==> src/rtl/vga_pkg.sv <==
// Shared framebuffer geometry, write-buffer state encoding and a range helper
// for the VGA framebuffer arbiter.
package vga_pkg;
  localparam int FB_COLS   = 160;
  localparam int FB_ROWS   = 120;
  localparam int FB_ADDR_W = 15;
  localparam int PIXEL_W   = 3;
  localparam int FB_X_W    = 8;
  localparam int FB_Y_W    = 7;

  localparam logic [0:0] WR_EMPTY = 1'b0;
  localparam logic [0:0] WR_FULL  = 1'b1;

  function automatic logic fb_in_range(input logic [FB_X_W-1:0] x,
                                       input logic [FB_Y_W-1:0] y);
    return (x < 8'(FB_COLS)) && (y < 7'(FB_ROWS));
  endfunction
endpackage

==> src/rtl/fb_addr_calc.sv <==
// Framebuffer cell address Y*160 + X, built from shifts so no multiplier is needed.
module fb_addr_calc
  import vga_pkg::*;
(
  input  logic [FB_X_W-1:0]    x_i,
  input  logic [FB_Y_W-1:0]    y_i,
  output logic [FB_ADDR_W-1:0] addr_o
);
  assign addr_o = (FB_ADDR_W'(y_i) << 4'd7) + (FB_ADDR_W'(y_i) << 4'd5) + FB_ADDR_W'(x_i);
endmodule

==> src/rtl/vga_fb_arbiter.sv <==
// Shares one single-port framebuffer RAM between raster readout (every 4th active
// column) and a one-entry host write buffer that drains in the free slots.
module vga_fb_arbiter
  import vga_pkg::*;
#(
  parameter int ACTIVE_COLS = 640,
  parameter int ACTIVE_ROWS = 480
) (
  input  logic                 i_Clk,
  input  logic                 i_Rst,
  input  logic [9:0]           i_Col_Count,
  input  logic [9:0]           i_Row_Count,
  input  logic                 i_HSync,
  input  logic                 i_VSync,
  input  logic                 i_Wr_Valid,
  input  logic [FB_X_W-1:0]    i_Wr_X,
  input  logic [FB_Y_W-1:0]    i_Wr_Y,
  input  logic [PIXEL_W-1:0]   i_Wr_Data,
  output logic                 o_Wr_Ready,
  output logic                 o_Wr_Drop,
  output logic [FB_ADDR_W-1:0] o_Mem_Addr,
  output logic                 o_Mem_WE,
  output logic [PIXEL_W-1:0]   o_Mem_WData,
  input  logic [PIXEL_W-1:0]   i_Mem_RData,
  output logic [PIXEL_W-1:0]   o_Pixel,
  output logic                 o_Active,
  output logic                 o_HSync,
  output logic                 o_VSync
);
  localparam logic [9:0] ACT_COLS_C = 10'(ACTIVE_COLS);
  localparam logic [9:0] ACT_ROWS_C = 10'(ACTIVE_ROWS);

  logic                 active_s, disp_slot_s;
  logic                 accept_s, in_range_s, grant_s;
  logic [FB_ADDR_W-1:0] disp_addr_s, wr_addr_s;

  logic [0:0]           state_q, state_d;
  logic [FB_X_W-1:0]    wr_x_q;
  logic [FB_Y_W-1:0]    wr_y_q;
  logic [PIXEL_W-1:0]   wr_data_q;
  logic                 ready_q, drop_q;
  logic                 slot_q;
  logic [PIXEL_W-1:0]   hold_q, pixel_q;
  logic                 active_p1_q, active_p2_q;
  logic                 hsync_p1_q, hsync_p2_q;
  logic                 vsync_p1_q, vsync_p2_q;

  fb_addr_calc u_disp_addr (
    .x_i    (i_Col_Count[9:2]),
    .y_i    (i_Row_Count[8:2]),
    .addr_o (disp_addr_s)
  );

  fb_addr_calc u_wr_addr (
    .x_i    (wr_x_q),
    .y_i    (wr_y_q),
    .addr_o (wr_addr_s)
  );

  assign active_s    = (i_Col_Count < ACT_COLS_C) && (i_Row_Count < ACT_ROWS_C);
  assign disp_slot_s = active_s && (i_Col_Count[1:0] == 2'b00);
  assign accept_s    = i_Wr_Valid && ready_q;
  assign in_range_s  = fb_in_range(i_Wr_X, i_Wr_Y);
  // Display reads always win the port; a buffered write just waits one cycle.
  assign grant_s     = (state_q == WR_FULL) && !disp_slot_s && !i_Rst;

  always_comb begin
    state_d = state_q;
    if (accept_s && in_range_s) begin
      state_d = WR_FULL;
    end else if (grant_s) begin
      state_d = WR_EMPTY;
    end else begin
      state_d = state_q;
    end
  end

  always_comb begin
    o_Mem_Addr  = '0;
    o_Mem_WE    = 1'b0;
    o_Mem_WData = '0;
    if (i_Rst) begin
      o_Mem_Addr = '0;
    end else if (grant_s) begin
      o_Mem_Addr  = wr_addr_s;
      o_Mem_WE    = 1'b1;
      o_Mem_WData = wr_data_q;
    end else if (disp_slot_s) begin
      o_Mem_Addr = disp_addr_s;
    end else begin
      o_Mem_Addr = '0;
    end
  end

  always_ff @(posedge i_Clk) begin
    if (i_Rst) begin
      state_q     <= WR_EMPTY;
      wr_x_q      <= '0;
      wr_y_q      <= '0;
      wr_data_q   <= '0;
      ready_q     <= 1'b0;
      drop_q      <= 1'b0;
      slot_q      <= 1'b0;
      hold_q      <= '0;
      pixel_q     <= '0;
      active_p1_q <= 1'b0;
      active_p2_q <= 1'b0;
      hsync_p1_q  <= 1'b1;
      hsync_p2_q  <= 1'b1;
      vsync_p1_q  <= 1'b1;
      vsync_p2_q  <= 1'b1;
    end else begin
      state_q <= state_d;
      if (accept_s && in_range_s) begin
        wr_x_q    <= i_Wr_X;
        wr_y_q    <= i_Wr_Y;
        wr_data_q <= i_Wr_Data;
      end
      ready_q <= (state_d == WR_EMPTY);
      drop_q  <= accept_s && !in_range_s;
      // RAM data for a display slot arrives one cycle later; pixel_q mirrors
      // the hold register so the pixel lands exactly two cycles after its count.
      slot_q  <= disp_slot_s;
      if (slot_q) begin
        hold_q <= i_Mem_RData;
      end
      if (!active_p1_q) begin
        pixel_q <= '0;
      end else if (slot_q) begin
        pixel_q <= i_Mem_RData;
      end else begin
        pixel_q <= hold_q;
      end
      active_p1_q <= active_s;
      active_p2_q <= active_p1_q;
      hsync_p1_q  <= i_HSync;
      hsync_p2_q  <= hsync_p1_q;
      vsync_p1_q  <= i_VSync;
      vsync_p2_q  <= vsync_p1_q;
    end
  end

  assign o_Wr_Ready = ready_q;
  assign o_Wr_Drop  = drop_q;
  assign o_Pixel    = pixel_q;
  assign o_Active   = active_p2_q;
  assign o_HSync    = hsync_p2_q;
  assign o_VSync    = vsync_p2_q;
endmodule

==> config.mk <==
export PLATFORM = sky130hd
export DESIGN_NAME = vga_fb_arbiter
export DESIGN_NICKNAME = d
export VERILOG_FILES = /design/src/rtl/vga_pkg.sv /design/src/rtl/fb_addr_calc.sv /design/src/rtl/vga_fb_arbiter.sv
export SDC_FILE = /design/constraint.sdc
export NUM_CORES = 1
export LEC_CHECK = 0
export ABC_CLOCK_PERIOD_IN_PS = 3600
export CAP_MARGIN = 20
export CORE_MARGIN = 2
export CORE_UTILIZATION = 30
export CTS_BUF_LIST = sky130_fd_sc_hd__clkbuf_8
export CTS_CLUSTER_DIAMETER = 60
export DETAILED_ROUTE_END_ITERATION = 8
export GPL_ROUTABILITY_DRIVEN = 0
export GPL_TIMING_DRIVEN = 0
export PLACE_DENSITY = 0.54
export SLEW_MARGIN = 20
export SYNTH_ARGS = -nofsm -noshare
export SYNTH_HDL_FRONTEND = slang
export SYNTH_SLANG_ARGS = --single-unit
==> constraint.sdc <==
create_clock -name i_Clk -period 3.6 [get_ports i_Clk]
set_input_delay 0.54 -clock i_Clk [delete_from_list [all_inputs] [get_ports i_Clk]]
set_output_delay 0.54 -clock i_Clk [all_outputs]
set_load 0.01 [all_outputs]
==> results of run 1 <==
-- Yosys cell counts (5+ instances only) --
master | count | area share, %
and2_1 | 6 | 1.7
inv_1 | 17 | 2.8
a21oi_1 | 14 | 3.1
nor2_1 | 32 | 5.3
dfxtp_1 | 34 | 30
clkbuf_1 | 5 | 0.83
xnor2_1 | 5 | 1.9
o21ai_0 | 7 | 1.5
a31oi_1 | 5 | 1.4
nand2_1 | 15 | 2.5
ha_1 | 26 | 14
nand3_1 | 11 | 2.4
mux2i_1 | 22 | 9.7
-- metrics by stage --
stage / std cells / hold WS, ps / power, mW / TNS [ps]
after CTS: 433 / 410.3 / 0.9310 / 0
after global routing: 434 / 428.6 / 0.9872 / -101.8
final: 434 / 408.2 / 0.9279 / 0
after global placement: 423 / 392.0 / 0.6257 / -2335
after detailed placement: 423 / 392.9 / 0.6266 / -2327
after floorplan: 255 / 389.5 / 0.5336 / 0
-- worst max-delay path by stage --
stage | startpoint | endpoint | slack [ps] | cells after the start
after detailed placement | i_Col_Count[9] | o_Mem_Addr[13] | -550 | 11
final | i_Col_Count[8] | o_Mem_Addr[14] | 30 | 11
after CTS | i_Row_Count[5] | o_Mem_Addr[14] | 1 | 9
after global routing | i_Col_Count[8] | o_Mem_Addr[14] | -50 | 11
after floorplan | i_Col_Count[9] | o_Mem_Addr[13] | 640 | 9
after global placement | i_Col_Count[9] | o_Mem_Addr[13] | -550 | 11
-- critical path, stage by stage --
cell and delay, ps:
clkdlybuf4s50_1 480, ha_1 230, ha_2 200, inv_2 60, fa_2 230, nor2b_4 50, o31a_1 340, or4_4 500
a31oi_2 170, a41oi_2 60, buf_2 170
-- area by class of cell --
cell class | count | area share (%)
clock inverter | 2 | 0.3873
timing repair buffer | 72 | 21.38
sequential | 34 | 21.07
buffer | 11 | 2.014
multi-input combinational | 193 | 46.79
inverter | 17 | 1.975
clock buffer | 6 | 2.556
tap | 99 | 3.834
-- cell families after synthesis --
| logic type | count (synthesis) | share of synthesized area (%) |
|---|---|---|
| AOI/OAI and AO/OA | 47 | 14.59 |
| muxes | 22 | 9.729 |
| xor gates and xnor gates | 7 | 2.709 |
| adders and majority gates | 30 | 17.91 |
| and+or+nand+nor | 87 | 19.29 |
| DFF | 34 | 30.07 |
| buffers and inverters | 28 | 5.694 |
-- layer usage --
| layer | GRT usage (%) | routed length [µm] | up-vias |
|---|---|---|---|
| li1 | - | - | 1052 |
| met1 | 17.40 | 2633 | 896 |
| met2 | 22.08 | 2419 | 55 |
| met3 | 4.508 | 349 | 10 |
| met4 | 3.662 | 77 | 0 |
| met5 | 0 | 0 | - |
-- power groups by stage --
stage,registers [mW],clock network [mW],logic (mW)
3_5_place_dp,0.406,0,0.221
6_report,0.397,0.291,0.239
2_1_floorplan,0.405,0,0.128
5_1_grt,0.399,0.320,0.268
4_1_cts,0.398,0.305,0.229
3_3_place_gp,0.406,0,0.220
-- sequential cells by signal, indices dropped and copies added (netlist names) --
signal	count
wr_x_q	8
wr_y_q	7
hold_q	3
o_Pixel	3
wr_data_q	3
active_p1_q	1
hsync_p1_q	1
o_Active	1
o_HSync	1
o_VSync	1
o_Wr_Drop	1
o_Wr_Ready	1
slot_q	1
state_q	1
vsync_p1_q	1
-- cell usage in the layout, fill, tap and decap left out, types with 6 or more instances in the layout --
cell type / n
clkdlybuf4s50_1: 59
dfxtp_1: 34
nor2_1: 32
ha_1: 24
mux2i_1: 22
inv_1: 15
nand2_1: 15
a21oi_1: 14
nand3_1: 11
and2_1: 6
o21ai_0: 6
clkbuf_8: 6
dlygate4sd2_1: 6
-- timing repair --
action                     CTS  global route
buffers inserted             2             1
pin swaps                    9             3
resized for setup           23            10
setup endpoints to repair    7             9
==> results.toml, run 1 <==
[sta]
period_share_pct = 99.09
relSlewSlack_pct = 63.97
fin_ws_ps = 32.80
worst_pin_slew_ps = 538.5
hold_viol = 0
timing.fmax_mhz = 280.3
final.min_clock_period_ps = 3567
rsz0062_at_grt = "yes"
finClkSkew_ps = 2.721
setup_viol = 0
slew_violations = 0

[synth]
async_flop_share_pct = 0
synth.avg_cell_area_um2 = 8.876
synth_edf_count = 0
synth_fp_nets = 331
yosysWarningCount = 0
ys_types = 44
ys_seq_area_share_pct = 30.07
ys_ff_latch = 34
synth_cells = 255
synth_area_um2 = 2263
synth_flop_cell = "dfxtp_1"

[pwr]
p_seq_share_pct = 42.8
leakage_nw = 1.439
ir_drop_mv = 0.1086
p_switching_mw = 0.2554
power_switching_share_pct = 27.52
p_comb_share_pct = 25.8
power.internal_mw = 0.6725
pwr-share-clk_pct = 31.4
powerDensity_nw_per_um2 = 287.2

[setup_path]
critPathKind = "input port to primary output"
rrSetupSlack_ps = 2470
startpoint_type = "input port"
reg2reg_from = "o_Wr_Ready$_SDFF_PP0_"
r2r_cells = 4
rr_endpoint = "wr_x_q[2]$_SDFFE_PP0P_"
crit_path_end_kind = "primary output"
arrival_ps = 3030
cp_max_fo = 3
worst-endpoint-required_ps = 3060

[clocking]
cts_tree = "built"
clkSlewWorstSetupHoldPaths_ps = 70
ctsHoldBuffers = 0
insertion_delay_ps = 290
cts_root_buffer = "clkbuf_8"
htreeDepth = 2
cts-buffers-inserted = 5
clk_path_buf_depth = 2
cts_sinks = 34

[detailed_routing]
routed_wirelength_um = 5478
drt_iter0_markers = 74
detail_route.first_pass.iterations = 4
via_per_inst = 4.638
drc = 0
wl_per_cell_um = 12.62
vias = 2013
ant_nets = 0

[run]
cap_violations = 0

[worst_hold_path]
hold_end = "o_HSync$_SDFF_PP1_"
min_from = "hsync_p1_q$_SDFF_PP1_"
hold_path.class = "flop to flop"
hold_depth = 1

[placement]
post_dp_cell_area_um2 = 3078
port_buffers = 69
dp_hpwl_um = 4328
pre_cts_ws_ps = -554.6

[global_routing]
track_usage_pct = 13.63
overflow = 0
antenna_found_initial = 0
grt_pass1_vias = 2042
grt_pass1_wl_um = 9232
grt_max_degree = 12

[finish]
fillers = 761
antenna_cells = 0
seq_area_um2 = 680.7
synthToLayoutAreaGrowth_pct = 42.73
fin_area_um2 = 3231
fin_util_pct = 44.30
final_nets = 410
multi_input_area_um2 = 1511
drive_gt1_share_pct = 13.73

[die]
die_area_um2 = 8256
start_util_pct = 31.04
die_h_um = 90.86
die_w_um = 90.86
rows = 31
io_pins = 73
core-area_um2 = 7292

[run_status]
status = "finished clean"
No activity file was read; power rests on OpenSTA's default activity.
==> inputs of run 2 (changes only) <==
--- a/config.mk
+++ b/config.mk
@@ -5,8 +5,7 @@
 export SDC_FILE = /design/constraint.sdc
 export NUM_CORES = 1
 export LEC_CHECK = 0
-export ABC_CLOCK_PERIOD_IN_PS = 3600
-export CAP_MARGIN = 20
+export ABC_CLOCK_PERIOD_IN_PS = 2900
 export CORE_MARGIN = 2
 export CORE_UTILIZATION = 30
 export CTS_BUF_LIST = sky130_fd_sc_hd__clkbuf_8
@@ -14,7 +13,7 @@
 export DETAILED_ROUTE_END_ITERATION = 8
 export GPL_ROUTABILITY_DRIVEN = 0
 export GPL_TIMING_DRIVEN = 0
-export PLACE_DENSITY = 0.54
+export PLACE_DENSITY = 0.56
 export SLEW_MARGIN = 20
 export SYNTH_ARGS = -nofsm -noshare
 export SYNTH_HDL_FRONTEND = slang
==> constraint.sdc (replaced) <==
create_clock -name i_Clk -period 2.9 [get_ports i_Clk]
set_input_delay 0.435 -clock i_Clk [delete_from_list [all_inputs] [get_ports i_Clk]]
set_output_delay 0.435 -clock i_Clk [all_outputs]
set_load 0.01 [all_outputs]
==> run 2 against run 1 <==
  * The flow now finishes with violations (negative setup slack)
  * Critical endpoint unchanged
  * Die area is the same
  * Highest routed layer unchanged
  * Global-route usage rose by 0.47 points
  * Power increased by 29%
==> results.toml, run 2 (synthesis results as in run 1) <==
[finish]
top_register = "wr_x_q"
drive_gt1_share_pct = 28.57
synthToLayoutAreaGrowth_pct = 56.11
fin_area_um2 = 3533
fin_util_pct = 48.46
final_common_cell = "clkdlybuf4s50_1"
final_nets = 425
fin_cells = 449
reg_top3 = "wr_x_q: 8 flops, wr_y_q: 7 flops"
seq_area_um2 = 684.4
largest_reg_flops = 8
antenna_cells = 0
multi_input_area_um2 = 1693
final_cell_mix = "clkdlybuf4s50_1 (42), nor2_1 (31), dfxtp_1 (31)"
fillers = 737

[sta]
rsz0062_at_grt = "yes"
slew_violations = 0
timing.fmax_mhz = 322.5
relSlewSlack_pct = 65.76
fin_ws_ps = -200.8
final.min_clock_period_ps = 3101
worst_pin_slew_ps = 513.6
setup_viol = 5
hold_viol = 0
period_share_pct = 106.9
fin_setup_tns_ps = -619.0
finClkSkew_ps = 6.799

[placement]
dp_hpwl_um = 4351
pre_cts_ws_ps = -1047
port_buffers = 69
post_dp_cell_area_um2 = 3078
placed_cells = 423

[global_routing]
overflow = 0
track_usage_pct = 14.10
antenna_found_initial = 0
grt_pass1_wl_um = 9535
grt_pass1_vias = 2100
grt_max_degree = 12

[run]
cap_violations = 0

[clocking]
clkSlewWorstSetupHoldPaths_ps = 70
cts-buffers-inserted = 5
cts_tree = "built"
cts_root_buffer = "clkbuf_8"
cts_sinks = 34
htreeDepth = 2
clk_path_buf_depth = 2
ctsHoldBuffers = 0
insertion_delay_ps = 290

[detailed_routing]
met3WireLength_um = 312
ant_nets = 0
detail_route.first_pass.iterations = 5
vias = 2107
drt_iter0_markers = 32
highest_layer = "met4"
routed_wirelength_um = 5692
wl_met1_um = 2648
via_per_inst = 4.693
wl_per_cell_um = 12.68
drc = 0
met2_length_um = 2637

[run_status]
violations = "negative setup slack"
status = "finished, violations left"

[die]
core-area_um2 = 7292
die_w_um = 90.86
die_area_um2 = 8256
rows = 31
io_pins = 73
start_util_pct = 31.04
die_h_um = 90.86

[setup_path]
critPathKind = "input port to primary output"
slowest_stage = "fa_2"
r2r_cells = 4
reg2reg_from = "o_Wr_Ready$_SDFF_PP0_"
rr_endpoint = "wr_x_q[6]$_SDFFE_PP0P_"
crit_chain = "buf_8 > inv_4 > fa_2 > fa_2 > nor2b_2 > o31a_1 > or4_1 > a31oi_2 > a41oi_2 > buf_2"
cp_slowest_stage_delay_ps = 580
arrival_ps = 2670
crit_path_frequent_cell = "fa_2"
cp_max_fo = 3
crit_path_end_kind = "primary output"
rrSetupSlack_ps = 1780
worst-endpoint-required_ps = 2470
startpoint_type = "input port"

[pwr]
leakage_nw = 1.615
ir_drop_mv = 0.2194
powerDensity_nw_per_um2 = 339.8

[worst_hold_path]
hold_depth = 1
hold_path.class = "flop to flop"
hold_end = "o_HSync$_SDFF_PP1_"
min_from = "hsync_p1_q$_SDFF_PP1_"
-- run 2: per-layer routing --
metal	track usage [%]	up-vias
li1	-	1079
met1	17.08	961
met2	24.00	58
met3	4.508	9
met4	3.914	0
met5	0	-
-- run 2: layout make-up --
type                            instances  area share (%)
Sequential cell                        34           19.37
Tap cell                               99           3.506
Inverter                               17           1.877
Timing Repair Buffer                   87           22.63
Clock buffer                            6           2.337
Clock inverter                          2          0.3541
Multi-Input combinational cell        193           47.91
Buffer                                 11           2.018
-- run 2: worst max-delay path by stage --
stage	start	endpoint	slack, ps	depth (start not counted)
floorplan	i_Col_Count[9]	o_Mem_Addr[13]	150	9
global placement	i_Col_Count[9]	o_Mem_Addr[13]	-1030	11
detailed placement	i_Col_Count[9]	o_Mem_Addr[13]	-1050	11
CTS	i_Row_Count[4]	o_Mem_Addr[14]	-160	10
global route	wr_y_q[0]$_SDFFE_PP0P_	o_Mem_Addr[14]	-310	11
finish	i_Row_Count[4]	o_Mem_Addr[14]	-200	10
-- run 2: repair_timing --
item / 4_1_cts / 5_1_grt
resized for setup: 106 / 17
setup endpoints to repair: 18 / 9
setup buffers: 13 / 5
pin swaps: 23 / 15
-- run 2: power breakdown --
part           internal (mW)  switching [mW]  total (mW)
registers              0.484          0.0102       0.494
clock network          0.191           0.178       0.369
logic                  0.188           0.150       0.337
-- run 2: critical path, delay by kind of cell --
family,cells,cell delay (ps)
AND/OR/NAND/NOR,2,550
AO/OA/AOI/OAI,3,610
buffers and inverters,3,270
adder cells (fa/ha/maj),2,790
-- run 2: metrics by stage --
step	power, mW	hold WS, ps
final	1.201	409.6
after global routing	1.266	427.4
after CTS	1.201	411.0
after detailed placement	0.7771	393.7
after global placement	0.7748	392.1
after floorplan	0.6624	389.5
==> inputs of run 3 (changes only) <==
--- a/config.mk
+++ b/config.mk
@@ -8,11 +8,11 @@
 export ABC_CLOCK_PERIOD_IN_PS = 2900
 export CORE_MARGIN = 2
 export CORE_UTILIZATION = 30
-export CTS_BUF_LIST = sky130_fd_sc_hd__clkbuf_8
 export CTS_CLUSTER_DIAMETER = 60
 export DETAILED_ROUTE_END_ITERATION = 8
 export GPL_ROUTABILITY_DRIVEN = 0
 export GPL_TIMING_DRIVEN = 0
+export HOLD_SLACK_MARGIN = 0.02
 export PLACE_DENSITY = 0.56
 export SLEW_MARGIN = 20
 export SYNTH_ARGS = -nofsm -noshare
==> results of run 3 <==
The final DEF is identical to that of run 2; final timing and power are the same.
